`src/rtl/ifetch.sv`:
```
// Instruction fetch: PC, single-outstanding imem req/ack, two-entry in-order buffer.
// IFETCH_MISALIGN_CHK_EN: trap misaligned redirects into FAULT instead of masking them.
module ifetch #(
  parameter int              BITS     = 32,
  parameter logic [BITS-1:0] RESET_PC = '0
) (
  input  logic            clk,
  input  logic            rst,
  output logic            imem_req,
  output logic [BITS-1:0] imem_addr,
  input  logic            imem_ack,
  input  logic [31:0]     imem_rdata,
  input  logic            stall,
  input  logic            redirect,
  input  logic [BITS-1:0] redirect_pc,
  output logic [31:0]     instr,
  output logic [BITS-1:0] instr_pc,
  output logic            instr_valid,
  output logic            fetch_fault
);

  // state  | meaning
  // IDLE   | out of reset, request issues at the first edge
  // FETCH  | request outstanding
  // FULL   | both entries occupied, no request
  // DRAIN  | outstanding request after a redirect, data to be discarded
  // FAULT  | misaligned redirect trapped (macro builds only)
  typedef enum logic [2:0] {
    S_IDLE,
    S_FETCH,
    S_FULL,
    S_DRAIN
`ifdef IFETCH_MISALIGN_CHK_EN
    , S_FAULT
`endif
  } state_t;

  localparam logic [31:0]     NOP      = 32'h0000_0013;
  localparam logic [BITS-1:0] PC_MASK  = {{(BITS-2){1'b1}}, 2'b00};
  localparam logic [BITS-1:0] START_PC = RESET_PC & PC_MASK;
  localparam logic [BITS-1:0] FOUR     = BITS'(4);

  state_t          state;
  logic [BITS-1:0] pc;
  logic [31:0]     skid_instr;
  logic [BITS-1:0] skid_pc;
  logic            skid_valid;

  logic            consume;
  logic [1:0]      count;
  logic [1:0]      count_next;
  logic [BITS-1:0] pc_plus4;
  logic [BITS-1:0] target;

  assign consume    = instr_valid && !stall;
  assign count      = {1'b0, instr_valid} + {1'b0, skid_valid};
  assign count_next = count + 2'd1 - {1'b0, consume};
  assign pc_plus4   = pc + FOUR;

`ifdef IFETCH_MISALIGN_CHK_EN
  logic misalign;
  logic drain_fault;
  assign misalign = |redirect_pc[1:0];
  assign target   = redirect_pc;
`else
  assign target      = redirect_pc & PC_MASK;
  assign fetch_fault = 1'b0;
`endif

  always_ff @(posedge clk or posedge rst) begin
    if (rst) begin
      state       <= S_IDLE;
      pc          <= START_PC;
      imem_req    <= 1'b0;
      imem_addr   <= START_PC;
      instr       <= NOP;
      instr_pc    <= '0;
      instr_valid <= 1'b0;
      skid_instr  <= NOP;
      skid_pc     <= '0;
      skid_valid  <= 1'b0;
`ifdef IFETCH_MISALIGN_CHK_EN
      fetch_fault <= 1'b0;
      drain_fault <= 1'b0;
`endif
    end else if (redirect) begin
      instr_valid <= 1'b0;
      skid_valid  <= 1'b0;
      pc          <= target;
`ifdef IFETCH_MISALIGN_CHK_EN
      fetch_fault <= misalign;
      drain_fault <= misalign;
`endif
      // an unacknowledged request must still complete before anything new issues
      if (imem_req && !imem_ack) begin
        state <= S_DRAIN;
      end
`ifdef IFETCH_MISALIGN_CHK_EN
      else if (misalign) begin
        state    <= S_FAULT;
        imem_req <= 1'b0;
      end
`endif
      else begin
        state     <= S_FETCH;
        imem_req  <= 1'b1;
        imem_addr <= target;
      end
    end else begin
      case (state)
        S_IDLE: begin
          state     <= S_FETCH;
          imem_req  <= 1'b1;
          imem_addr <= pc;
        end
        S_FETCH: begin
          if (imem_ack) begin
            pc        <= pc_plus4;
            imem_addr <= pc_plus4;
            if (consume && skid_valid) begin
              instr      <= skid_instr;
              instr_pc   <= skid_pc;
              skid_instr <= imem_rdata;
              skid_pc    <= imem_addr;
            end else if (consume || !instr_valid) begin
              instr       <= imem_rdata;
              instr_pc    <= imem_addr;
              instr_valid <= 1'b1;
            end else begin
              skid_instr <= imem_rdata;
              skid_pc    <= imem_addr;
              skid_valid <= 1'b1;
            end
            if (count_next >= 2'd2) begin
              imem_req <= 1'b0;
              state    <= S_FULL;
            end
          end else if (consume) begin
            if (skid_valid) begin
              instr      <= skid_instr;
              instr_pc   <= skid_pc;
              skid_valid <= 1'b0;
            end else begin
              instr_valid <= 1'b0;
            end
          end
        end
        S_FULL: begin
          if (consume) begin
            instr      <= skid_instr;
            instr_pc   <= skid_pc;
            skid_valid <= 1'b0;
            state      <= S_FETCH;
            imem_req   <= 1'b1;
            imem_addr  <= pc;
          end
        end
        S_DRAIN: begin
          if (imem_ack) begin
`ifdef IFETCH_MISALIGN_CHK_EN
            if (drain_fault) begin
              state    <= S_FAULT;
              imem_req <= 1'b0;
            end else
`endif
            begin
              state     <= S_FETCH;
              imem_addr <= pc;
            end
          end
        end
`ifdef IFETCH_MISALIGN_CHK_EN
        S_FAULT: begin
          state <= S_FAULT;
        end
`endif
        default: begin
          state    <= S_IDLE;
          imem_req <= 1'b0;
        end
      endcase
    end
  end

endmodule

```
`config.mk`:
```
export PLATFORM = sky130hd
export DESIGN_NAME = ifetch
export DESIGN_NICKNAME = d
export VERILOG_FILES = /design/src/rtl/ifetch.sv
export SDC_FILE = /design/constraint.sdc
export NUM_CORES = 1
export LEC_CHECK = 0
export ABC_AREA = 1
export ABC_CLOCK_PERIOD_IN_PS = 11600
export BUFFER_PORTS_ARGS = -buffer_cell sky130_fd_sc_hd__buf_4
export CAP_MARGIN = 20
export CORE_MARGIN = 4
export CORE_UTILIZATION = 45
export DETAILED_ROUTE_END_ITERATION = 10
export PLACE_DENSITY = 0.78
export SLEW_MARGIN = 20
export SYNTH_ARGS = -nofsm -noshare
export SYNTH_HDL_FRONTEND = slang
export SYNTH_SLANG_ARGS = --single-unit
```
`constraint.sdc`:
```
create_clock -name clk -period 11.6 [get_ports clk]
set_input_delay 0.58 -clock clk [delete_from_list [all_inputs] [get_ports clk]]
set_output_delay 0.58 -clock clk [all_outputs]
set_load 0.02 [all_outputs]
```
# == After elaboration in Yosys (flattened, before gate mapping) ==
# Cells that the tools add are included.
# totals
regBits,198
inputBits,69
out_inout_bits,99
wordCells,109
# classes
n_addsub,4
magnitude_cmp,1
n_eq_ne,19
n_mux,52
bitwise,1
n_reduce_logical,22
# op_table
operator,count
$mux 32,23
$pmux 32 s2,2
$pmux 32 s4,1
$add 32x3->32 const B,1
$ne 3x3->1 const B,8
$mux 1,17
$mux 3,5
$reduce_and 5->1,3
$ne 4x4->1 const B,3
$pmux 3 s4,1
$ne 2x2->1 const B,4
$reduce_and 4->1,2
$eq 3x2->1 const B,2
$reduce_and 6->1,1
$reduce_bool 2->1,3
$reduce_bool 3->1,2
$reduce_bool 5->1,1
$pmux 1 s4,1
$eq 3x1->1 const B,1
$logic_and 1x1->1,3
$logic_not 1->1,3
$logic_not 3->1,1
$ne 3x1->1 const B,1
$reduce_and 3->1,1
9 further kinds,9

# == Longest topological paths before layout ==
# Gate-level depths: netlist (run 1).
# depth
word_depth,8
ltp_mapped,12
depth_no_buf,10

# == Worst setup path after synthesis (run 1) ==
# Ideal clock, no wire load.
# synth_timing
path_kind,register to register
from,reg state[1]
to,reg instr_pc[18]
setup_ps,132
arrival_time_ps,1572
t_required_ps,11468
path_slack_ps,9896
stages_incl_launch_ff,11
path_buffers,2
period_less_slack_ps,1704
path_cell_list,dfrtp_1 -> inv_1 -> ha_1 -> buf_6 -> nand2_2 -> inv_2 -> nand2_1 -> nand4_2 -> a31oi_4 -> clkbuf_1 -> o21ai_0
# synth_between
elab_chain_len,3
word_cells_on_any_way,9
classes_between,6 x eq/ne; 1 x mux; 2 x reduce/logical
# synth_lines
item,line_no,rtl
"start, declared",43,state_t state;
"start signal, assigned",72,state <= S_IDLE;
"start signal, assigned",96,state <= S_DRAIN;
"start signal, assigned",105,state <= S_FETCH;
$eq 3x1->1 / $eq 3x2->1 (equally long branches),110,case (state)
$ne 4x4->1 (no line) (tied with other cells),n/a,
$reduce_and 6->1 (no line),n/a,
"end signal, assigned",122,instr_pc <= skid_pc;
"end signal, assigned",127,instr_pc <= imem_addr;
"end signal, assigned",141,instr_pc <= skid_pc;
"end, declared",17,"output logic [BITS-1:0] instr_pc,"
# Parallel ways exist; a longest one is shown, timed or not.
# A chain may end at the register's enable or synchronous reset.

# == Worst setup path after layout (run 1) ==
# layout_timing
from,reg state[1]
to,reg imem_addr[5]
# layout_between
elab_chain_len,3
word_cells_on_any_way,11
classes_between,6 x eq/ne; 2 x mux; 3 x reduce/logical
# layout_lines
item,line_no,rtl
$eq 3x2->1 (tied with other cells),110,
$ne 3x3->1 (no line) (tied with other cells),n/a,
$reduce_and 5->1 (no line) / $mux 32 (equally long branches),n/a,
"end signal, assigned",107,imem_addr <= target;
"end signal, assigned",114,imem_addr <= pc;
"end signal, assigned",119,imem_addr <= pc_plus4;
"end, declared",10,"output logic [BITS-1:0] imem_addr,"
# Parallel ways exist; a longest one is shown, timed or not.

==> results of run 1 <==
## placed cells by master, fill, tap and decap left out, types with 7 or more instances in the layout
cell | synthesis | layout
a21oi_1 | 27 | 27
buf_4 | 12 | 165
clkbuf_16 | 0 | 17
dfrtp_1 | 186 | 186
inv_1 | 176 | 175
inv_2 | 9 | 9
nand2_1 | 370 | 370
nand3_1 | 32 | 32
nor2_1 | 96 | 95
nor2_2 | 6 | 7
o211ai_1 | 12 | 12
o21ai_0 | 185 | 185
o21ai_1 | 52 | 52
xor2_1 | 13 | 13
## routing by layer
layer | wire (um) | up-vias
met4 | 430 | 0
met2 | 11300 | 259
met5 | 0 | -
li1 | - | 4252
met1 | 11400 | 3967
met3 | 1190 | 29
## final cells by class
class                   instances  share of cell area [%]
clock inverters                12                    1.15
inverters                     185                    6.05
multi-input cells             839                    33.5
clock buffers                  20                    3.85
well taps                     275                    2.97
repair buffers                167                    11.0
flip-flops and latches        192                    41.5
## worst min-delay path by stage
| stage | to | slack [ns] | depth (start not counted) |
|---|---|---|---|
| after floorplan | skid_instr[10]$_DFFE_PP0P_ | 0.45 | 2 |
| after global placement | instr[4]$_DFFE_PP1P_ | 0.46 | 2 |
| after detailed placement | instr[4]$_DFFE_PP1P_ | 0.46 | 2 |
| after CTS | instr[11]$_DFFE_PP0P_ | 0.35 | 2 |
| after global routing | instr[11]$_DFFE_PP0P_ | 0.36 | 2 |
| final | instr[11]$_DFFE_PP0P_ | 0.30 | 2 |
## stage by stage
stage	std cells	utilization (%)	instance area [um^2]
after floorplan	1279	-	9700
after global placement	1657	52.0	11000
after detailed placement	1657	52.0	11000
after CTS	1689	54.8	11500
after global routing	1690	55.0	11600
final	1690	55.0	11600
## worst max-delay path, delay by kind of cell, from the launching register on
family          cells  cell delay, ns
buf+inv             2            0.74
fa+ha+maj           1            0.33
compound gates      3            0.68
flops               1            0.41
simple gates        1            0.74
## where the power goes
group / internal [mW] / switching, mW / total [mW]
Combinational: 0.420 / 0.748 / 1.17
Sequential: 0.921 / 0.180 / 1.10
Clock: 0.325 / 0.262 / 0.587
## registers in the layout (all words and copies together) (netlist names)
| signal | flops |
|---|---|
| imem_addr | 31 |
| imem_req | 1 |
| instr | 32 |
| instr_pc | 31 |
| instr_valid | 1 |
| pc | 30 |
| skid_instr | 32 |
| skid_pc | 31 |
| skid_valid | 1 |
| state | 2 |
## logic make-up (layout without fill, tap and decap cells)
kind of cell | Yosys count | count (layout) | synth area share (%)
buf+inv | 248 | 384 | 10.7
compound gates | 295 | 295 | 16.2
simple gates | 524 | 524 | 21.5
xor+xnor | 13 | 13 | 1.17
fa+ha+maj | 6 | 6 | 0.774
other cells | 1 | 1 | 0.0386
flops | 192 | 192 | 49.6
==> results.yml, run 1 <==
clock_network:
  clk_pin_slew_ns: 0.07
  cts_buffers: 17
  cts_num_sinks: 192
  cts_tree: "built"
  clockBufferDepth: 2
  htree_levels: 4
  clk_latency_ns: 0.43
  post_cts_buffers: 0
  postCtsHoldBufs: 0
  clk_root_buffer_cell: "clkbuf_16"
  cts_resized: 0
logic_synthesis:
  yosysMostFrequentCell: "nand2_1"
  ys_seq_area_share_pct: 49.6
  synth_flop_cell: "dfrtp_1"
  synth_edf_count: 0
  syn-cell-area_um2: 9700
  ys_types: 34
  synth_nets: 1354
  synth_common_cells: "nand2_1 (370), dfrtp_1 (186), o21ai_0 (185), inv_1 (176), nor2_1 (96)"
  synthArstFlopShare_pct: 100
  syn_avg_cell_area_um2: 7.59
  yosys_register_bits: 192
  synthCells: 1279
  synth_top_area_share_pct: 48.0
  yosys_warnings: 0
  synth_area_leaders: "dfrtp_1 (48%), nand2_1 (14%), o21ai_0 (9.5%)"
  yosysTopAreaCell: "dfrtp_1"
detailed_routing:
  wl_per_cell_um: 14.4
  vias: 8507
  wl_um: 24300
  first_pass_iters: 5
  route.detailed.drc: 0
  vias_per_cell: 5.03
  ant_nets: 0
  dr.first_iter.drc_count: 593
floorplan:
  num_io_pins: 168
  start_util_pct: 46.0
  dieArea_um2: 24000
  die_y_um: 155
  fp.dieW_um: 155
  num_rows: 53
  core_um2: 21100
critical_path:
  crit_start: "state[1]$_DFFE_PP0P_"
  max_stage_delay_ns: 0.74
  timing.rr.end: "imem_addr[5]$_DFFE_PP0P_"
  reg2reg_setup_slack_ns: 8.61
  crit_top_cell: "o21ai_0"
  r2r_cells: 7
  slowest_stage: "nor2_1"
  critical_path.cell_chain: "inv_1, ha_1, nor2_1, inv_1, o21ai_0, o21ai_0, o21ai_0"
  crit_type: "flop to flop"
  cp.arrival_ns: 3.33
  cp-start-kind: "flop"
  crit_fanout: 23
  r2r_start: "state[1]$_DFFE_PP0P_"
  critPathRequiredTime_ns: 11.94
  crit_end: "imem_addr[5]$_DFFE_PP0P_"
  worst_setup_path_end_kind: "flop"
timing:
  holdWs_ns: 0.300
  fin_crit_sh_pct: 25.8
  setup_viol: 0
  min_period_ns: 2.99
  rsz0062_at_grt: "false"
  fmax_mhz: 334
  fin_skew_ns: 0.0140
  setup_ws_ns: 8.61
  final-hold-violation-count: 0
  relSlewSlack_pct: 33.5
  worst_pin_slew_ns: 0.997
  tns_ns: 0
  drv_slew: 0
place:
  hpwl_um: 16500
  io_buffers: 164
  gp_congestion: 0.922
  dp_slack_ns: 8.48
finish:
  fillCellCount: 1986
  regArea_um2: 4810
  fin_nets: 1477
  multi_input_area_um2: 3880
  synthToLayoutAreaGrowth_pct: 19.5
  drive_above_1_share_pct: 16.5
  n_antenna_cell: 0
global_route:
  antenna_found_initial: 0
  grt_busiest_layer: "met2"
  grt_util_all_layers_pct: 20.6
  grt_use_met3_pct: 3.41
  gr-total-overflow: 0
  grt_use_met2_pct: 31.9
  grt_pass1_vias: 7969
  grt_pass1_wl_um: 40300
  met1_usage_pct: 29.9
  grt_max_degree: 127
power:
  p_total_mw: 2.86
  power_leakage_nw: 5.69
  peakVddDrop_mv: 0.124
  powerDensity_nw_per_um2: 246
min_path:
  hold_class: "input pin to asynchronous set/reset pin"
outcome:
  outcome: "complete, no violations"
job:
  maxCapViolCount: 0
Note: power is estimated with default switching activity, not from simulation.
==> inputs of run 2 (changes only) <==
ABC_AREA = 0   (was 1)
ABC_CLOCK_PERIOD_IN_PS = 3100   (was 11600)
PLACE_DENSITY = 0.79   (was 0.78)
clock period = 3.1 ns   (was 11.6 ns; I/O delays follow)
==> run 2 against run 1 <==
Net effect: critical endpoint is now imem_addr[19]$_DFFE_PP0P_; highest routed layer unchanged; synthesized cell count shrank 31%; clock power increased to 3.8 times the previous value; flip-flop and latch count did not move; non-clock buffer count grew 73; first-iteration DRC count fell by 10%; cell area up 3.6%; largest power group is now registers; critical path type unchanged; via count fell by 14%; utilization grew 4.2 points; clock-buffer cell count fell by 2; die area is 3.6% lower; largest cell class unchanged; total power grew to 3.5 times the previous value.
==> results.yml, run 2 <==
finish:
  fin_util_pct: 59.2
  n_antenna_cell: 0
  most-common-layout-cells: "dfrtp_1 (186), buf_4 (180), nor2_1 (100)"
  synthToLayoutAreaGrowth_pct: 28.8
  top_regs: "instr: 32 flops, skid_instr: 32 flops"
  drive_above_1_share_pct: 27.5
  fin_nets: 1152
  final_common_cell: "dfrtp_1"
global_route:
  grt_pass1_vias: 7369
  grt_max_degree: 127
  grt_pass1_wl_um: 39300
  gr-total-overflow: 0
  antenna_found_initial: 0
  grt_util_all_layers_pct: 20.6
timing:
  final-hold-violation-count: 0
  fin_skew_ns: 0.0156
  worst_pin_slew_ns: 0.826
  rsz0062_at_grt: "false"
  fmax_mhz: 394
  relSlewSlack_pct: 44.8
  fin_crit_sh_pct: 81.9
  min_period_ns: 2.54
  tns_ns: 0
  setup_viol: 0
  drv_slew: 0
power:
  combPwrFrac_pct: 36.5
  p_total_mw: 10.1
  internal_power_mw: 6.38
  switching_share_pct: 36.8
  sequentialPowerShare_pct: 41.3
  peakVddDrop_mv: 0.325
  powerDensity_nw_per_um2: 840
  switchingPower_mw: 3.72
  p_clk_share_pct: 22.2
  power_leakage_nw: 5.42
critical_path:
  critPathRequiredTime_ns: 3.37
  crit_fanout: 12
  cp.arrival_ns: 2.82
  r2r_cells: 9
  reg2reg_setup_slack_ns: 0.56
  cp-start-kind: "flop"
  crit_type: "flop to flop"
  worst_setup_path_end_kind: "flop"
detailed_routing:
  vias: 7352
  wl_per_cell_um: 17.5
  wl_um: 23800
  dr.first_iter.drc_count: 531
  first_pass_iters: 7
  vias_per_cell: 5.41
  ant_nets: 0
  route.detailed.drc: 0
place:
  io_buffers: 164
  gp_congestion: 0.842
  hpwl_um: 16000
logic_synthesis:
  synthCells: 886
  ys_types: 55
  synth_common_cells: "dfrtp_1 (186), nor2_1 (100), a21oi_1 (84), mux2i_1 (71), mux2_2 (65)"
  yosys_register_bits: 192
  syn_avg_cell_area_um2: 10.5
  synth_edf_count: 0
  synth_top_area_share_pct: 49.9
  yosysTopAreaCell: "dfrtp_1"
  yosys_warnings: 0
  synth_flop_cell: "dfrtp_1"
  yosysMostFrequentCell: "dfrtp_1"
  syn-cell-area_um2: 9330
  synthArstFlopShare_pct: 100
  synth_nets: 961
  synth_area_leaders: "dfrtp_1 (50%), mux2_2 (7.8%), mux2i_1 (7.6%)"
  ys_seq_area_share_pct: 51.6
floorplan:
  fp.dieW_um: 152
  start_util_pct: 46.0
  die_y_um: 152
  dieArea_um2: 23100
  num_rows: 52
  num_io_pins: 168
  core_um2: 20300
clock_network:
  cts_buffers: 17
  clk_root_buffer_cell: "clkbuf_16"
  cts_num_sinks: 192
  clockBufferDepth: 2
  htree_levels: 4
  cts_tree: "built"
  clk_pin_slew_ns: 0.08
  clk_latency_ns: 0.43
  post_cts_buffers: 0
job:
  maxCapViolCount: 0
min_path:
  hold_class: "input pin to flop"
  holdPathStages: 3
outcome:
  outcome: "complete, no violations"
-- run 2: cell type report --
class	instances	area (um^2)
Fill cell	1699	8280
Timing Repair Buffer	240	2020
Multi-Input combinational cell	615	4200
Clock inverter	14	174
Inverter	11	45.0
Tap cell	270	338
Clock buffer	18	429
Sequential cell	192	4810
-- run 2: final timing paths --
check | end | from
max | imem_addr[19]$_DFFE_PP0P_ | state[1]$_DFFE_PP0P_
min | pc[11]$_DFFE_PP0N_ | redirect_pc[11]
max reg2reg | imem_addr[19]$_DFFE_PP0P_ | state[1]$_DFFE_PP0P_
min reg2reg | skid_instr[21]$_DFFE_PP0P_ | skid_instr[21]$_DFFE_PP0P_
max in group asynchronous | instr[1]$_DFFE_PP1P_ | rst
min in group asynchronous | instr[25]$_DFFE_PP0P_ | rst
-- run 2: critical path, stage by stage, from the launching register on --
cell     delay [ns]
dfrtp_1        0.38
inv_1          0.10
ha_1           0.34
buf_4          0.22
mux2i_1        0.17
o32a_1         0.20
and2_1         0.43
buf_4          0.29
mux2i_1        0.20
a21oi_1        0.06
-- run 2: cell families after synthesis --
family / Yosys count / share of synthesized area (%)
DFF: 192 / 51.6
xor gates and xnor gates: 48 / 4.51
adders and majority gates: 6 / 0.805
buffers and inverters: 79 / 3.70
muxes: 142 / 16.2
other: 1 / 0.0402
and+or+nand+nor: 254 / 13.0
AOI/OAI and AO/OA: 164 / 10.2
-- run 2: stage by stage --
| stage | cell area, um^2 | worst slack (ns) | hold slack, ns | std cells |
|---|---|---|---|---|
| 6_report | 12000 | 0.560 | 0.0164 | 1360 |
| 5_1_grt | 12000 | 0.377 | 0.0141 | 1360 |
| 4_1_cts | 12000 | 0.583 | 0.00164 | 1360 |
| 3_5_place_dp | 10900 | 0.604 | 0.218 | 1275 |
| 3_3_place_gp | 10900 | 0.673 | 0.212 | 1275 |
| 2_1_floorplan | 9330 | 0.473 | 0.276 | 886 |
-- run 2: timing repair --
item,4_1_cts,5_1_grt
hold buffers,53,0
endpoints found under the setup margin,0,0
endpoints found under the hold margin,68,0
resized for setup,0,0
-- run 2: power by group through the flow --
stage | registers, mW | clock network [mW] | logic [mW]
floorplan | 4.72 | 0 | 1.53
global placement | 4.16 | 0 | 3.55
detailed placement | 4.21 | 0 | 3.64
CTS | 4.16 | 2.29 | 3.71
global route | 4.31 | 2.39 | 3.99
finish | 4.17 | 2.24 | 3.69
-- run 2: metal layers --
| metal | share of wire (%) | GRT usage [%] | up-vias | wire, um |
|---|---|---|---|---|
| met5 | 0 | 0 | - | 0 |
| met4 | 0.71 | 4.45 | 0 | 170 |
| met3 | 5.8 | 5.12 | 18 | 1390 |
| met2 | 49 | 33.3 | 276 | 11600 |
| met1 | 45 | 28.4 | 3567 | 10700 |
| li1 | - | - | 3491 | - |
